**src/rtl/uart_pkg.sv**
```systemverilog
// uart_pkg
// Shared types, frame constants and helpers for the UART PHY.
// Contents: TX/RX state enums, bit-period helper, parity helper.
// Used by uart_phy. The optional parity bit is enabled with UART_PARITY_EN.
package uart_pkg;

  localparam int unsigned DATA_BITS   = 8;
  localparam int unsigned PARITY_EVEN = 1;

  typedef enum logic [2:0] {
    TX_IDLE,
    TX_START,
    TX_DATA,
    TX_PARITY,
    TX_STOP
  } tx_state_t;

  typedef enum logic [2:0] {
    RX_IDLE,
    RX_START,
    RX_DATA,
    RX_PARITY,
    RX_STOP,
    RX_BREAK
  } rx_state_t;

  // Clock cycles per serial bit (integer division).
  function automatic int unsigned clks_per_bit(input int unsigned freq,
                                               input int unsigned baud);
    return freq / baud;
  endfunction

  // Parity bit sent with a byte; even parity makes the 9-bit group XOR to 0.
  function automatic logic parity_bit(input logic [DATA_BITS-1:0] data);
    return (^data) ^ (PARITY_EVEN == 0);
  endfunction

endpackage

```
**src/rtl/uart_bit_timer.sv**
```systemverilog
// uart_bit_timer
// Loadable down-counter producing a one-cycle terminal-count pulse.
// Ports:
//   i_clk, i_reset  clock, asynchronous active-high reset
//   i_load          load i_load_val (takes priority over counting)
//   i_load_val      cycles to wait after the load cycle, minus one
//   o_tc_c          high for one cycle when the loaded count reaches zero
module uart_bit_timer #(
  parameter int unsigned WIDTH = 4
) (
  input  logic             i_clk,
  input  logic             i_reset,
  input  logic             i_load,
  input  logic [WIDTH-1:0] i_load_val,
  output logic             o_tc_c
);

  logic [WIDTH-1:0] r_count;
  logic             r_active;

  // r_active limits the terminal count to one pulse per load.
  always_ff @(posedge i_clk or posedge i_reset) begin
    if (i_reset) begin
      r_count  <= '0;
      r_active <= 1'b0;
    end else if (i_load) begin
      r_count  <= i_load_val;
      r_active <= 1'b1;
    end else if (r_count != '0) begin
      r_count  <= r_count - WIDTH'(1);
    end else begin
      r_active <= 1'b0;
    end
  end

  assign o_tc_c = r_active && (r_count == '0);

endmodule

```
**src/rtl/uart_phy.sv**
```systemverilog
// uart_phy
// UART line PHY: serialises bytes to o_uart_tx and deserialises i_uart_rx.
// Frame: start, 8 data bits LSB first, optional even parity, one stop bit.
// Optional feature macro: UART_PARITY_EN (adds the parity bit on TX and RX).
// Ports:
//   i_clk, i_reset      clock, asynchronous active-high reset
//   i_tx_data/i_tx_stb  byte and one-cycle send request (ignored while busy)
//   o_tx_busy           transmitter occupied
//   o_rx_data/o_rx_stb  received byte and one-cycle valid pulse
//   o_rx_frame_err      one-cycle pulse on a low stop bit
//   o_rx_parity_err     one-cycle pulse on parity mismatch (0 without parity)
//   i_uart_rx/o_uart_tx serial pins
module uart_phy
  import uart_pkg::*;
#(
  parameter int unsigned I_CLOCK_FREQ = 50_000_000,
  parameter int unsigned BAUD_RATE    = 115200
) (
  input  logic                 i_clk,
  input  logic                 i_reset,
  input  logic [DATA_BITS-1:0] i_tx_data,
  input  logic                 i_tx_stb,
  output logic                 o_tx_busy,
  output logic [DATA_BITS-1:0] o_rx_data,
  output logic                 o_rx_stb,
  output logic                 o_rx_frame_err,
  output logic                 o_rx_parity_err,
  input  logic                 i_uart_rx,
  output logic                 o_uart_tx
);

  localparam int unsigned CLKS_PER_BIT = clks_per_bit(I_CLOCK_FREQ, BAUD_RATE);
  localparam int unsigned TW = $clog2(CLKS_PER_BIT + 1);
  localparam int unsigned BW = $clog2(DATA_BITS);
  localparam logic [TW-1:0] BIT_LOAD  = TW'(CLKS_PER_BIT - 1);
  localparam logic [TW-1:0] HALF_LOAD = TW'(CLKS_PER_BIT / 2 - 1);
  localparam logic [BW-1:0] LAST_BIT  = BW'(DATA_BITS - 1);

  if (CLKS_PER_BIT < 4) begin : g_cpb_check
    $error("uart_phy: I_CLOCK_FREQ / BAUD_RATE must be at least 4");
  end

  // ---------------------------------------------------------------- TX
  tx_state_t            r_tx_state;
  logic [DATA_BITS-1:0] r_tx_shift;
  logic [BW-1:0]        r_tx_cnt;
  logic                 r_tx_line;
  logic                 r_tx_busy;
  logic                 w_tx_tc;
  logic                 w_tx_load;
`ifdef UART_PARITY_EN
  logic                 r_tx_par;
`endif

  // Busy is low only in TX_IDLE, so an accepted request and every bit
  // boundary both restart the bit timer.
  assign w_tx_load = (r_tx_state == TX_IDLE) ? i_tx_stb : w_tx_tc;

  uart_bit_timer #(.WIDTH(TW)) u_tx_timer (
    .i_clk      (i_clk),
    .i_reset    (i_reset),
    .i_load     (w_tx_load),
    .i_load_val (BIT_LOAD),
    .o_tc_c     (w_tx_tc)
  );

  // TX FSM: the line register always holds the bit currently on the wire.
  always_ff @(posedge i_clk or posedge i_reset) begin
    if (i_reset) begin
      r_tx_state <= TX_IDLE;
      r_tx_shift <= '0;
      r_tx_cnt   <= '0;
      r_tx_line  <= 1'b1;
      r_tx_busy  <= 1'b0;
`ifdef UART_PARITY_EN
      r_tx_par   <= 1'b0;
`endif
    end else begin
      case (r_tx_state)
        TX_IDLE: begin
          if (i_tx_stb) begin
            r_tx_shift <= i_tx_data;
            r_tx_line  <= 1'b0;
            r_tx_busy  <= 1'b1;
            r_tx_state <= TX_START;
`ifdef UART_PARITY_EN
            r_tx_par   <= parity_bit(i_tx_data);
`endif
          end
        end
        TX_START: begin
          if (w_tx_tc) begin
            r_tx_line  <= r_tx_shift[0];
            r_tx_shift <= r_tx_shift >> 1;
            r_tx_cnt   <= '0;
            r_tx_state <= TX_DATA;
          end
        end
        TX_DATA: begin
          if (w_tx_tc) begin
            if (r_tx_cnt == LAST_BIT) begin
`ifdef UART_PARITY_EN
              r_tx_line  <= r_tx_par;
              r_tx_state <= TX_PARITY;
`else
              r_tx_line  <= 1'b1;
              r_tx_state <= TX_STOP;
`endif
            end else begin
              r_tx_line  <= r_tx_shift[0];
              r_tx_shift <= r_tx_shift >> 1;
              r_tx_cnt   <= r_tx_cnt + BW'(1);
            end
          end
        end
`ifdef UART_PARITY_EN
        TX_PARITY: begin
          if (w_tx_tc) begin
            r_tx_line  <= 1'b1;
            r_tx_state <= TX_STOP;
          end
        end
`endif
        TX_STOP: begin
          if (w_tx_tc) begin
            r_tx_busy  <= 1'b0;
            r_tx_state <= TX_IDLE;
          end
        end
        default: begin
          r_tx_line  <= 1'b1;
          r_tx_busy  <= 1'b0;
          r_tx_state <= TX_IDLE;
        end
      endcase
    end
  end

  assign o_uart_tx = r_tx_line;
  assign o_tx_busy = r_tx_busy;

  // ---------------------------------------------------------------- RX
  rx_state_t            r_rx_state;
  logic                 r_rx_meta;
  logic                 r_rx_sync;
  logic                 r_rx_prev;
  logic [DATA_BITS-1:0] r_rx_shift;
  logic [BW-1:0]        r_rx_cnt;
  logic [DATA_BITS-1:0] r_rx_data;
  logic                 r_rx_stb;
  logic                 r_rx_ferr;
  logic                 w_rx_tc;
  logic                 w_rx_fall;
  logic                 w_rx_load;
  logic [TW-1:0]        w_rx_load_val;
`ifdef UART_PARITY_EN
  logic                 r_rx_par;
  logic                 r_rx_perr;
`endif

  assign w_rx_fall = r_rx_prev & ~r_rx_sync;

  // Half a bit after the start edge lands on the start-bit centre; every
  // later sample is a full bit further on.
  always_comb begin
    w_rx_load     = 1'b0;
    w_rx_load_val = BIT_LOAD;
    case (r_rx_state)
      RX_IDLE: begin
        w_rx_load     = w_rx_fall;
        w_rx_load_val = HALF_LOAD;
      end
      RX_START, RX_DATA, RX_PARITY: w_rx_load = w_rx_tc;
      default:                      w_rx_load = 1'b0;
    endcase
  end

  uart_bit_timer #(.WIDTH(TW)) u_rx_timer (
    .i_clk      (i_clk),
    .i_reset    (i_reset),
    .i_load     (w_rx_load),
    .i_load_val (w_rx_load_val),
    .o_tc_c     (w_rx_tc)
  );

  // RX synchroniser, edge detector and FSM; status outputs are single pulses.
  always_ff @(posedge i_clk or posedge i_reset) begin
    if (i_reset) begin
      r_rx_meta  <= 1'b1;
      r_rx_sync  <= 1'b1;
      r_rx_prev  <= 1'b1;
      r_rx_state <= RX_IDLE;
      r_rx_shift <= '0;
      r_rx_cnt   <= '0;
      r_rx_data  <= '0;
      r_rx_stb   <= 1'b0;
      r_rx_ferr  <= 1'b0;
`ifdef UART_PARITY_EN
      r_rx_par   <= 1'b0;
      r_rx_perr  <= 1'b0;
`endif
    end else begin
      r_rx_meta <= i_uart_rx;
      r_rx_sync <= r_rx_meta;
      r_rx_prev <= r_rx_sync;
      r_rx_stb  <= 1'b0;
      r_rx_ferr <= 1'b0;
`ifdef UART_PARITY_EN
      r_rx_perr <= 1'b0;
`endif
      case (r_rx_state)
        RX_IDLE: begin
          if (w_rx_fall) r_rx_state <= RX_START;
        end
        RX_START: begin
          if (w_rx_tc) begin
            r_rx_cnt   <= '0;
            r_rx_state <= r_rx_sync ? RX_IDLE : RX_DATA;
          end
        end
        RX_DATA: begin
          if (w_rx_tc) begin
            r_rx_shift <= {r_rx_sync, r_rx_shift[DATA_BITS-1:1]};
            r_rx_cnt   <= r_rx_cnt + BW'(1);
            if (r_rx_cnt == LAST_BIT) begin
`ifdef UART_PARITY_EN
              r_rx_state <= RX_PARITY;
`else
              r_rx_state <= RX_STOP;
`endif
            end
          end
        end
`ifdef UART_PARITY_EN
        RX_PARITY: begin
          if (w_rx_tc) begin
            r_rx_par   <= r_rx_sync;
            r_rx_state <= RX_STOP;
          end
        end
`endif
        RX_STOP: begin
          if (w_rx_tc) begin
            if (!r_rx_sync) begin
              r_rx_ferr  <= 1'b1;
              r_rx_state <= RX_BREAK;
`ifdef UART_PARITY_EN
            end else if (r_rx_par != parity_bit(r_rx_shift)) begin
              r_rx_perr  <= 1'b1;
              r_rx_state <= RX_IDLE;
`endif
            end else begin
              r_rx_data  <= r_rx_shift;
              r_rx_stb   <= 1'b1;
              r_rx_state <= RX_IDLE;
            end
          end
        end
        // A low stop bit may be a break; wait for the line to idle high.
        RX_BREAK: begin
          if (r_rx_sync) r_rx_state <= RX_IDLE;
        end
        default: r_rx_state <= RX_IDLE;
      endcase
    end
  end

  assign o_rx_data      = r_rx_data;
  assign o_rx_stb       = r_rx_stb;
  assign o_rx_frame_err = r_rx_ferr;
`ifdef UART_PARITY_EN
  assign o_rx_parity_err = r_rx_perr;
`else
  assign o_rx_parity_err = 1'b0;
`endif

endmodule

```
**config.mk**
```make
export PLATFORM = sky130hd
export DESIGN_NAME = uart_phy
export DESIGN_NICKNAME = d
export VERILOG_FILES = /design/src/rtl/uart_pkg.sv /design/src/rtl/uart_bit_timer.sv /design/src/rtl/uart_phy.sv
export SDC_FILE = /design/constraint.sdc
export NUM_CORES = 1
export LEC_CHECK = 0
export CAP_MARGIN = 20
export CORE_MARGIN = 8
export CORE_UTILIZATION = 55
export DETAILED_ROUTE_END_ITERATION = 12
export GPL_ROUTABILITY_DRIVEN = 0
export PLACE_DENSITY = 0.82
export REMOVE_ABC_BUFFERS = 1
export SYNTH_ARGS = -nofsm -noshare
export SYNTH_HDL_FRONTEND = slang
export SYNTH_SLANG_ARGS = --single-unit
```
**constraint.sdc**
```tcl
create_clock -name i_clk -period 3.9 [get_ports i_clk]
set_input_delay 0.39 -clock i_clk [delete_from_list [all_inputs] [get_ports i_clk]]
set_output_delay 0.39 -clock i_clk [all_outputs]
set_load 0.01 [all_outputs]
```
# Yosys cells after proc, flatten, opt, wreduce, memory -nomap -nowiden
# Cells that the tools add are included.
# Widths: inputs -> output; s select.
# classes
addsub,4
eq_ne,24
mux,51
n_bitwise,4
reduce_logical,24
# ops
cell,n
$mux 3,16
$mux 9,5
$mux 8,4
$ne 2x2->1 const B,12
$pmux 8 s3,1
$logic_not 9->1,2
$reduce_bool 9->1,2
$sub 9x1->9 const B,2
$mux 1,17
$eq 3x3->1 const B,5
$pmux 3 s5,1
$pmux 3 s2,2
$pmux 3 s4,1
$reduce_and 5->1,2
$eq 3x2->1 const B,3
$reduce_and 3->1,3
$reduce_and 4->1,2
$reduce_bool 2->1,4
$add 3x1->3 const B,2
$eq 3x1->1 const B,2
$logic_not 3->1,2
$reduce_and 6->1,1
$ne 2x1->1 const B,2
$pmux 1 s4,1
other kinds (10),13
# word_totals
regBits,63
inputBits,12
out_inout_bits,13
wordCells,125

# Depth between registers and ports, before layout
# Gate-level depths: netlist of the first run.
# logic_depth
depth_word,4
depth_mapped,7
mapped_depth_nobuf,6

# Modules after synthesis
# A second synthesis of the first run with hierarchy kept.
# unflattened
hier_cells,305
hier_area_um2,3243.1
# by_module_without_submodules
mod,n_inst,cells_each,area_each_um2,seq_area_each_um2
uart_phy,1,173,2016.9,1081.0
uart_bit_timer,2,66,613.1,250.2

# Worst setup path after synthesis of the first run
# OpenSTA, ideal clock, no wires.
# synth_timing
path_kind,reg-to-reg
startpoint,register u_rx_timer.r_count[0]
endpoint,register u_rx_timer.r_count[7]
setup_ps,132
arrival_time_ps,1811
t_required_ps,3768
path_slack_ps,1957
path_stages_with_launch,8
path_buffers,1
period_less_slack_ps,1943
cell_sequence,dfrtp_1 -> inv_1 -> ha_1 -> or3b_1 -> or3_1 -> buf_6 -> nor4b_1 -> nand3b_4
# synth_between
elab_chain_cells,4
elab_cells_between_ends,8
cone_classes,1 x add/sub; 3 x mux; 4 x reduce/logical
# synth_rtl
item,line_no,text
start: declaration,uart_bit_timer.sv:18,logic [WIDTH-1:0] r_count;
start signal: assignment,uart_bit_timer.sv:27,r_count <= i_load_val;
start signal: assignment,uart_bit_timer.sv:30,r_count <= r_count - WIDTH'(1);
"parallel branches: the longest is 4 deep, another holds $sub 9x1->9",-,
# Several ways; the timed one is not identified. The select of a mux whose other input is x is not followed.
# A chain may end at the register's enable or synchronous reset.

# Worst setup path after layout of the first run
# layout_timing
startpoint,register u_rx_timer.r_count[0]
endpoint,register r_rx_data[7] (netlist: o_rx_data[7])
# layout_between
elab_chain_cells,3
# layout_rtl
item,line_no,text
$logic_not 9->1,uart_bit_timer.sv:36,assign o_tc_c = r_active && (r_count == '0);
$logic_and 1x1->1,uart_bit_timer.sv:36,
$reduce_and 3->1 (no source line),-,
end signal: assignment,uart_phy.sv:253,r_rx_data <= r_rx_shift;
end: declaration,uart_phy.sv:149,logic [DATA_BITS-1:0] r_rx_data;
# No other way between the ends.

==> results by group, run 1 <==
Job
  • Max_cap viols: 0

Critical path
  • Crit. End Element: register
  • CP required: 4.12 ns
  • CP bufs+invs: 1
  • Critical path's slowest cell: or3_1
  • Crit path max-delay family: simple AND/OR/NAND/NOR gates
  • Crit path DAT: 2.45 ns
  • Ordered list of cells on the worst path: inv_1 -> ha_1 -> nor3b_2 -> nand3_2 -> or3_1 -> mux2_4
  • Worst-path maximum fanout: 9
  • CP Class: reg -> reg
  • Startpoint Class: register
  • Critical Path Max Stage Delay: 0.63 ns

Routing
  • DRT Pass-1 Iters: 4
  • Via count: 2117
  • DRT iter0 DRCs: 144
  • Post-route ant nets: 0
  • Routed vias/inst: 5.601
  • Post-Route WL: 5.803 mm
  • Residual DRC: 0
  • WL/cell: 15.35 um

Layout
  • Final #Nets: 319
  • Filler cell count: 421
  • Non-Filler Instances: 378
  • Antenna Cells: 0
  • Fin area: 3550 um^2
  • Share of cells above drive strength 1: 0.1307
  • Area Growth Syn to Fin: 14.53%

Power and ir drop
  • Peak VDD IR: 333.4 uV
  • Pwr Density: 529.5 nW/um^2
  • Leak pwr: 1.586 nW
  • Overall power: 1.879 mW

Global route
  • Initial antenna violation count: 0
  • GR Overflow Total: 0
  • First-pass GRT wire length: 10.47 mm
  • Tot GR Track Use: 0.1523
  • Largest net degree at the start of global routing: 47
  • Number of global-route vias before repair: 2262

Floorplanning
  • Die Area: 8293 um^2
  • Initial core utilization: 0.5663
  • Core footprint: 5473 um^2
  • IO Pins: 25
  • Die height: 91.07 um
  • Cell Rows: 27
  • Die W: 91.07 um

STA
  • Hold Vio Cnt, Final: 0
  • Final setup TNS: 0 ns
  • Setup Viol. Count Final: 0
  • Post-route clock skew: 0.01157 ns
  • Count of pins over their slew limit: 0
  • Worst-Margin Slew: 0.9224 ns
  • Min Tclk post-route: 2.227 ns
  • RSZ-0062 raised after global routing: false
  • Period utilisation layout: 0.5711
  • Fmax: 449.0 MHz
  • Worst rel slew slack: 0.3842

Clocking
  • Resized Gates After CTS: 0
  • CTS tree: yes
  • Max clock buf depth: 2
  • Hold_buf cts: 0
  • Postcts setup bufs: 0
  • Inserted Clock Buffers: 9
  • H-tree level count: 3
  • CTS Root Cell: clkbuf_8
  • Clock Pin Slew Worst Setup and Hold Paths: 0.07 ns
  • Skew-Pair Late Insertion Delay: 0.34 ns
  • CTS Sinks: 63

Logic synthesis
  • Synth async-reset ratio: 1.000
  • Seq/Total Area, Yosys: 0.5103
  • Avg Cell Area, Syn: 11.19 um^2
  • Ys flop type: dfrtp_1
  • Most common cell in the synthesized netlist: dfrtp_1
  • Warning count from the yosys run: 0
  • Synthesized instance count: 277
  • Netlist Area Pre-Place: 3099 um^2
  • Seq cells post-synth: 63
  • Synth area leaders: dfrtp_1 48%, mux2_4 3.9%, dfstp_2 3.4%
  • Largest area contributor in the netlist: dfrtp_1
  • Synth unique cells: 61
  • Commonest cells in the netlist: 59 x dfrtp_1, 21 x nand2_1, 17 x nor2_1
  • Post-synth EDFFs: 0
  • Yosys top cell area share: 0.4764

Outcome
  • Status: finished, final reports clean

Hold path
  • Worst Hold Class: reg -> reg

Placement
  • IO Port Bufs: 23
  • Dpl hpwl: 4.101 mm
  • Placement Cell Area: 3363 um^2
  • Post-Place Cells: 362
==> logic make-up (layout without fill, tap and decap cells) <==
logic type               Yosys count  in the layout  share of synthesized area
AO/OA/AOI/OAI                     54             54                     0.1280
other                              1              1                   0.001210
multiplexers                      21             21                    0.08438
adder cells (fa/ha/maj)            6              6                    0.02422
AND/OR/NAND/NOR                  100            100                     0.1946
XOR/XNOR                           7              7                    0.01978
buffers and inverters             25             54                    0.03754
flip-flops                        63             63                     0.5103
==> state kept, by name, summed over array words and instances (netlist names) <==
| register | cells |
|---|---|
| r_tx_shift | 8 |
| o_rx_stb | 1 |
| r_rx_shift | 8 |
| o_tx_busy | 1 |
| o_uart_tx | 1 |
| r_rx_meta | 1 |
| r_rx_cnt | 3 |
| u_tx_timer.r_count | 9 |
| r_rx_state | 3 |
| r_rx_sync | 1 |
| r_tx_state | 3 |
| u_rx_timer.r_active | 1 |
| r_rx_prev | 1 |
| o_rx_frame_err | 1 |
| u_rx_timer.r_count | 9 |
| r_tx_cnt | 3 |
| o_rx_data | 8 |
| u_tx_timer.r_active | 1 |
==> stage by stage <==
step                      worst slack, ns    util  hold WS (ns)
after floorplan                     1.880       -        0.3452
after global placement              1.745  0.6145        0.3456
after detailed placement            1.681  0.6145        0.3468
after CTS                           1.679  0.6486        0.3594
after global routing                1.539  0.6486        0.3662
final                               1.673  0.6486        0.3564
==> power breakdown <==
group | leakage [nW] | internal (mW) | switching (mW)
clock network | 0.0954 | 0.281 | 0.241
registers | 0.781 | 0.792 | 0.157
logic | 0.710 | 0.211 | 0.199
total | 1.59 | 1.28 | 0.597
==> final cells by class <==
cell class / count / area [um^2] / share of cell area
clock buffer: 13 / 168.9 / 0.04759
sequential: 63 / 1582 / 0.4455
multi-input combinational: 189 / 1401 / 0.3948
tap: 72 / 90.09 / 0.02538
inverter: 14 / 52.55 / 0.01480
timing repair buffer: 24 / 237.7 / 0.06697
clock inverter: 3 / 17.52 / 0.004935
==> path summary, 6_finish.rpt <==
check                      slack [ns]             end                   from  cells past startpoint
hold reg to reg                  0.36       r_rx_sync              r_rx_meta                      0
setup reg to reg                 1.67    o_rx_data[7]  u_rx_timer.r_count[0]                      6
hold / removal                   0.36       r_rx_sync              r_rx_meta                      0
max in group asynchronous        2.55  o_rx_frame_err                i_reset                      3
min in group asynchronous        0.57       o_tx_busy                i_reset                      2
setup / recovery                 1.67    o_rx_data[7]  u_rx_timer.r_count[0]                      6
==> metal layers <==
metal	track usage	up-vias	routed length, um
met4	0.05457	0	63
met3	0.05350	7	251
met1	0.1810	1033	2639
met5	0	-	0
met2	0.2497	38	2848
li1	-	1039	-
==> cell usage in the layout, fill, tap and decap left out, types with 3 or more instances in the layout <==
cell type	count
a211oi_1	4
a21o_1	4
a21oi_1	11
clkbuf_8	12
clkdlybuf4s50_1	23
dfrtp_1	59
dfstp_2	4
ha_1	6
inv_1	12
mux2_1	9
mux2_4	8
mux2i_1	4
nand2_1	21
nand2b_1	11
nand3_1	6
nand4_1	3
nor2_1	17
nor2b_1	4
nor3_1	7
o21ai_0	5
o21ai_1	4
o221a_1	7
or3_1	6
or3b_1	3
xnor2_1	7
Note: power is estimated with default switching activity, not from simulation.
==> inputs of run 2 (changes only) <==
--- a/config.mk
+++ b/config.mk
@@ -7,10 +7,10 @@
 export LEC_CHECK = 0
 export CAP_MARGIN = 20
 export CORE_MARGIN = 8
-export CORE_UTILIZATION = 55
+export CORE_UTILIZATION = 52
 export DETAILED_ROUTE_END_ITERATION = 12
 export GPL_ROUTABILITY_DRIVEN = 0
-export PLACE_DENSITY = 0.82
+export PLACE_DENSITY = 0.81
 export REMOVE_ABC_BUFFERS = 1
 export SYNTH_ARGS = -nofsm -noshare
 export SYNTH_HDL_FRONTEND = slang
==> constraint.sdc (replaced) <==
create_clock -name i_clk -period 1.85 [get_ports i_clk]
set_input_delay 0.185 -clock i_clk [delete_from_list [all_inputs] [get_ports i_clk]]
set_output_delay 0.185 -clock i_clk [all_outputs]
set_load 0.01 [all_outputs]
==> results by group, run 2 (synthesis gave the netlist of run 1 again) <==
Floorplanning
  • Initial core utilization: 0.5297
  • Cell Rows: 28
  • Core footprint: 5851 um^2
  • IO Pins: 25
  • Die height: 93.20 um
  • Die Area: 8686 um^2
  • Die W: 93.20 um

Layout
  • Leading cell type in the layout, fill and taps excluded: dfrtp_1
  • Final #Nets: 359
  • Share of cells above drive strength 1: 0.3208
  • Most frequent cells in the layout: 59 x dfrtp_1, 33 x buf_4, 23 x clkdlybuf4s50_1, 19 x nand2_1, 16 x mux2_4
  • Filler cell count: 417
  • Fin area: 4039 um^2
  • Top Registers: u_rx_timer.r_count: 9 flops, u_tx_timer.r_count: 9 flops
  • Area Growth Syn to Fin: 30.32%
  • Antenna Cells: 0

STA
  • Setup Viol. Count Final: 9
  • Count of pins over their slew limit: 0
  • Min Tclk post-route: 1.871 ns
  • Fmax: 534.3 MHz
  • Post-route clock skew: 0.01324 ns
  • Final WS setup: -0.02148 ns
  • RSZ-0062 raised after global routing: true
  • Period utilisation layout: 1.012
  • Hold Vio Cnt, Final: 0

Hold path
  • Worst Hold Class: in -> async

Power and ir drop
  • Pwr Density: 1082 nW/um^2
  • Leak pwr: 1.835 nW
  • Peak VDD IR: 828.3 uV

Critical path
  • Critical path's slowest cell: or4_4
  • Critical Path Max Stage Delay: 0.58 ns
  • Ordered list of cells on the worst path: or4_4 -> or3_4 -> nor4b_4 -> nand3b_4
  • CP required: 2.06 ns
  • Crit. End Element: register
  • Worst-path maximum fanout: 5
  • CP Class: reg -> reg
  • Startpoint Class: register
  • Crit path DAT: 2.08 ns

Routing
  • Via count: 2354
  • Routed vias/inst: 5.591
  • WL/cell: 16.21 um
  • DRT iter0 DRCs: 103
  • Post-route ant nets: 0
  • DRT Pass-1 Iters: 4
  • Post-Route WL: 6.825 mm
  • Residual DRC: 0

Clocking
  • Inserted Clock Buffers: 9
  • CTS Sinks: 63
  • H-tree level count: 3
  • CTS tree: yes
  • CTS Root Cell: clkbuf_8
  • Skew-Pair Late Insertion Delay: 0.35 ns
  • Max clock buf depth: 2
  • Clock Pin Slew Worst Setup and Hold Paths: 0.07 ns

Global route
  • First-pass GRT wire length: 11.28 mm
  • Largest net degree at the start of global routing: 64
  • GR Overflow Total: 0
  • Tot GR Track Use: 0.1642
  • Number of global-route vias before repair: 2389
  • Initial antenna violation count: 0

Placement
  • Pre-CTS WS: -0.1723 ns
  • Dpl hpwl: 4.543 mm
  • IO Port Bufs: 23
  • Placement Cell Area: 3627 um^2

Outcome
  • Failing checks: negative setup slack
  • Status: complete, but fails checks

Job
  • Max_cap viols: 0
[run 2: layer usage]
metal / global-route usage / up-vias / part of all wire
met1: 0.1909 / 1161 / 0.42
met5: 0 / - / 0
met4: 0.06711 / 0 / 0.017
met3: 0.05529 / 11 / 0.048
li1: - / 1129 / -
met2: 0.2722 / 53 / 0.52
[run 2: metrics by stage]
step	TNS [ns]	hold slack (ns)	total power, mW	util	std cells
2_1_floorplan	-1.515	0.1895	2.628	-	266
3_3_place_gp	-2.254	0.3554	3.019	0.6200	398
3_5_place_dp	-4.818	0.3567	3.085	0.6200	398
4_1_cts	-0.3732	0.2159	4.264	0.6724	419
5_1_grt	-1.058	0.2379	4.620	0.6903	421
6_report	-0.07617	0.2096	4.368	0.6903	421
[run 2: layout make-up]
cell class,count,area [um^2],area share
clock buffer,15,166.4,0.04120
clock inverter,1,5.005,0.001239
inverter,14,52.55,0.01301
multi-input combinational,190,1574,0.3897
sequential,63,1582,0.3916
tap,75,93.84,0.02323
timing repair buffer,63,565.5,0.1400
[run 2: what timing repair did]
action	in CTS	in global routing
setup buffers	3	2
gates resized for setup	25	25
hold buffers	0	0
endpoints found under the setup margin	44	51
pin swaps	14	14
gates cloned	2	0
[run 2: power breakdown]
| part | total, mW | internal, mW | switching [mW] | leakage, nW |
|---|---|---|---|---|
| Clock | 1.06 | 0.560 | 0.498 | 0.0877 |
| Sequential | 1.97 | 1.66 | 0.301 | 0.781 |
| Combinational | 1.35 | 0.741 | 0.604 | 0.967 |
[run 2: worst max-delay path, delay by kind of cell, from the launching register on]
kind / cells / cell delay, ns
flip-flops: 1 / 0.41
AND/OR/NAND/NOR: 4 / 1.33
[run 2: worst paths after layout]
check / startpoint / to / slack [ns] / cells past startpoint
setup reg to reg: u_rx_timer.r_count[6] / u_rx_timer.r_count[7] / -0.02 / 4
setup / recovery: u_rx_timer.r_count[6] / u_rx_timer.r_count[7] / -0.02 / 4
hold / removal: i_reset / u_tx_timer.r_count[7] / 0.21 / 3
min in group i_clk: i_uart_rx / r_rx_meta / 0.25 / 1
max in group asynchronous: i_reset / r_rx_prev / 1.33 / 3
hold reg to reg: r_rx_meta / r_rx_sync / 0.37 / 0
==> inputs of run 3 (changes only) <==
--- a/config.mk
+++ b/config.mk
@@ -10,6 +10,7 @@
 export CORE_UTILIZATION = 52
 export DETAILED_ROUTE_END_ITERATION = 12
 export GPL_ROUTABILITY_DRIVEN = 0
+export GPL_TIMING_DRIVEN = 0
 export PLACE_DENSITY = 0.81
 export REMOVE_ABC_BUFFERS = 1
 export SYNTH_ARGS = -nofsm -noshare
==> results by group, run 3 (synthesis gave the netlist of run 1 again) <==
Global route
  • First-pass GRT wire length: 11.23 mm
  • Largest net degree at the start of global routing: 43
  • Met1 usage: 0.1939
  • Number of global-route vias before repair: 2348
  • Most Used Layer, Global Route: met2
  • Tot GR Track Use: 0.1642
  • GR Overflow Total: 0
  • Initial antenna violation count: 0
  • Met3 usage: 0.03125
  • Routing usage on met2: 0.2740

Outcome
  • Status: complete, but fails checks
  • Failing checks: negative setup slack

Clocking
  • CTS Root Cell: clkbuf_8
  • Max clock buf depth: 2
  • Clock Pin Slew Worst Setup and Hold Paths: 0.07 ns
  • Inserted Clock Buffers: 9
  • CTS tree: yes
  • H-tree level count: 3
  • Skew-Pair Late Insertion Delay: 0.35 ns
  • CTS Sinks: 63

STA
  • Worst-Margin Slew: 0.6152 ns
  • Hold Vio Cnt, Final: 0
  • Setup Viol. Count Final: 14
  • Worst rel slew slack: 0.5867
  • Final setup TNS: -0.8270 ns
  • Fmax: 513.2 MHz
  • Count of pins over their slew limit: 0
  • Final WS setup: -0.09839 ns
  • RSZ-0062 raised after global routing: true
  • Period utilisation layout: 1.053
  • Post-route clock skew: 0.007266 ns
  • Min Tclk post-route: 1.948 ns

Floorplanning
  • Die W: 93.20 um
  • Die Area: 8686 um^2
  • IO Pins: 25
  • Cell Rows: 28
  • Die height: 93.20 um
  • Core footprint: 5851 um^2
  • Initial core utilization: 0.5297

Critical path
  • CP required: 2.13 ns
  • Worst-path maximum fanout: 8
  • Crit. End Element: register
  • CP Class: reg -> reg
  • Crit path DAT: 2.23 ns
  • Startpoint Class: register

Layout
  • Filler cell count: 385
  • Antenna Cells: 0
  • Most frequent cells in the layout: 55 x dfrtp_1, 23 x clkdlybuf4s50_1, 23 x buf_4, 18 x nand2_1, 16 x nor2_1
  • Final #Nets: 346
  • Storage cell area: 1587 um^2
  • Area of the multi-input gates: 1617 um^2
  • Area Growth Syn to Fin: 30.92%
  • Leading cell type in the layout, fill and taps excluded: dfrtp_1
  • Top Registers: u_rx_timer.r_count: 9 flops, u_tx_timer.r_count: 9 flops
  • Share of cells above drive strength 1: 0.3033
  • Non-Filler Instances: 408
  • Fin area: 4058 um^2

Routing
  • Post-Route WL: 6.927 mm
  • Via count: 2334
  • Routed vias/inst: 5.721
  • DRT Pass-1 Iters: 4
  • DRT iter0 DRCs: 104
  • Residual DRC: 0
  • Post-route ant nets: 0
  • WL/cell: 16.98 um

Placement
  • Dpl hpwl: 4.035 mm
  • IO Port Bufs: 23
  • Placement Cell Area: 3379 um^2
  • Post-Place Cells: 365

Job
  • Max_cap viols: 0

Power and ir drop
  • Leak pwr: 1.787 nW
  • Pwr Density: 1138 nW/um^2
  • Peak VDD IR: 802.7 uV

Hold path
  • Worst Hold Class: in -> async
## run 3: per-layer routing
layer	share of wire	up-vias	wire length, um
met1	0.43	1173	2974
met2	0.51	48	3558
met5	0	-	0
met3	0.033	15	226
met4	0.024	0	168
li1	-	1098	-
## run 3: power by group
group / switching (mW) / internal, mW
clock: 0.540 / 0.907
sequential: 0.344 / 1.67
combinational: 0.531 / 0.626
total: 1.41 / 3.20
## run 3: final cells by class
class	instances	share of cell area
Tap cell	75	0.02313
Multi-Input combinational cell	190	0.3984
Inverter	14	0.01295
Clock inverter	2	0.01480
Clock buffer	14	0.04502
Timing Repair Buffer	50	0.1147
Sequential cell	63	0.3910
## run 3: critical path, cell delays in order (launching register included)
cell	delay, ns
dfrtp_1	0.42
ha_2	0.20
ha_4	0.16
or3b_4	0.39
a21o_4	0.25
a21oi_4	0.24
o221a_1	0.23
## run 3: path summary, 6_finish.rpt
kind                       slack, ns             to  depth (start not counted)        start
min in group i_clk              0.25      r_rx_meta                          1    i_uart_rx
max reg2reg                     -0.1  r_tx_shift[2]                          6  r_tx_cnt[0]
min reg2reg                     0.37      r_rx_sync                          0    r_rx_meta
max in group asynchronous       1.04      r_rx_prev                          3      i_reset
max                             -0.1  r_tx_shift[2]                          6  r_tx_cnt[0]
min                             0.18      o_tx_busy                          2      i_reset
## run 3: stage by stage
step | power, mW | hold WS (ns) | util | setup slack (ns)
floorplan | 2.628 | 0.1895 | - | -0.1697
global placement | 2.800 | 0.3550 | 0.5742 | -0.9500
detailed placement | 2.862 | 0.3574 | 0.5776 | -0.4037
CTS | 4.483 | 0.1796 | 0.6704 | -0.09053
global route | 4.858 | 0.2171 | 0.6935 | -0.1471
finish | 4.617 | 0.1761 | 0.6935 | -0.09839
## run 3: timing repair
action / CTS / global route
pin swaps: 14 / 11
hold buffers: 0 / 0
setup endpoints to repair: 53 / 49
gates resized for setup: 25 / 24
setup buffers: 23 / 3
gates cloned: 1 / 0
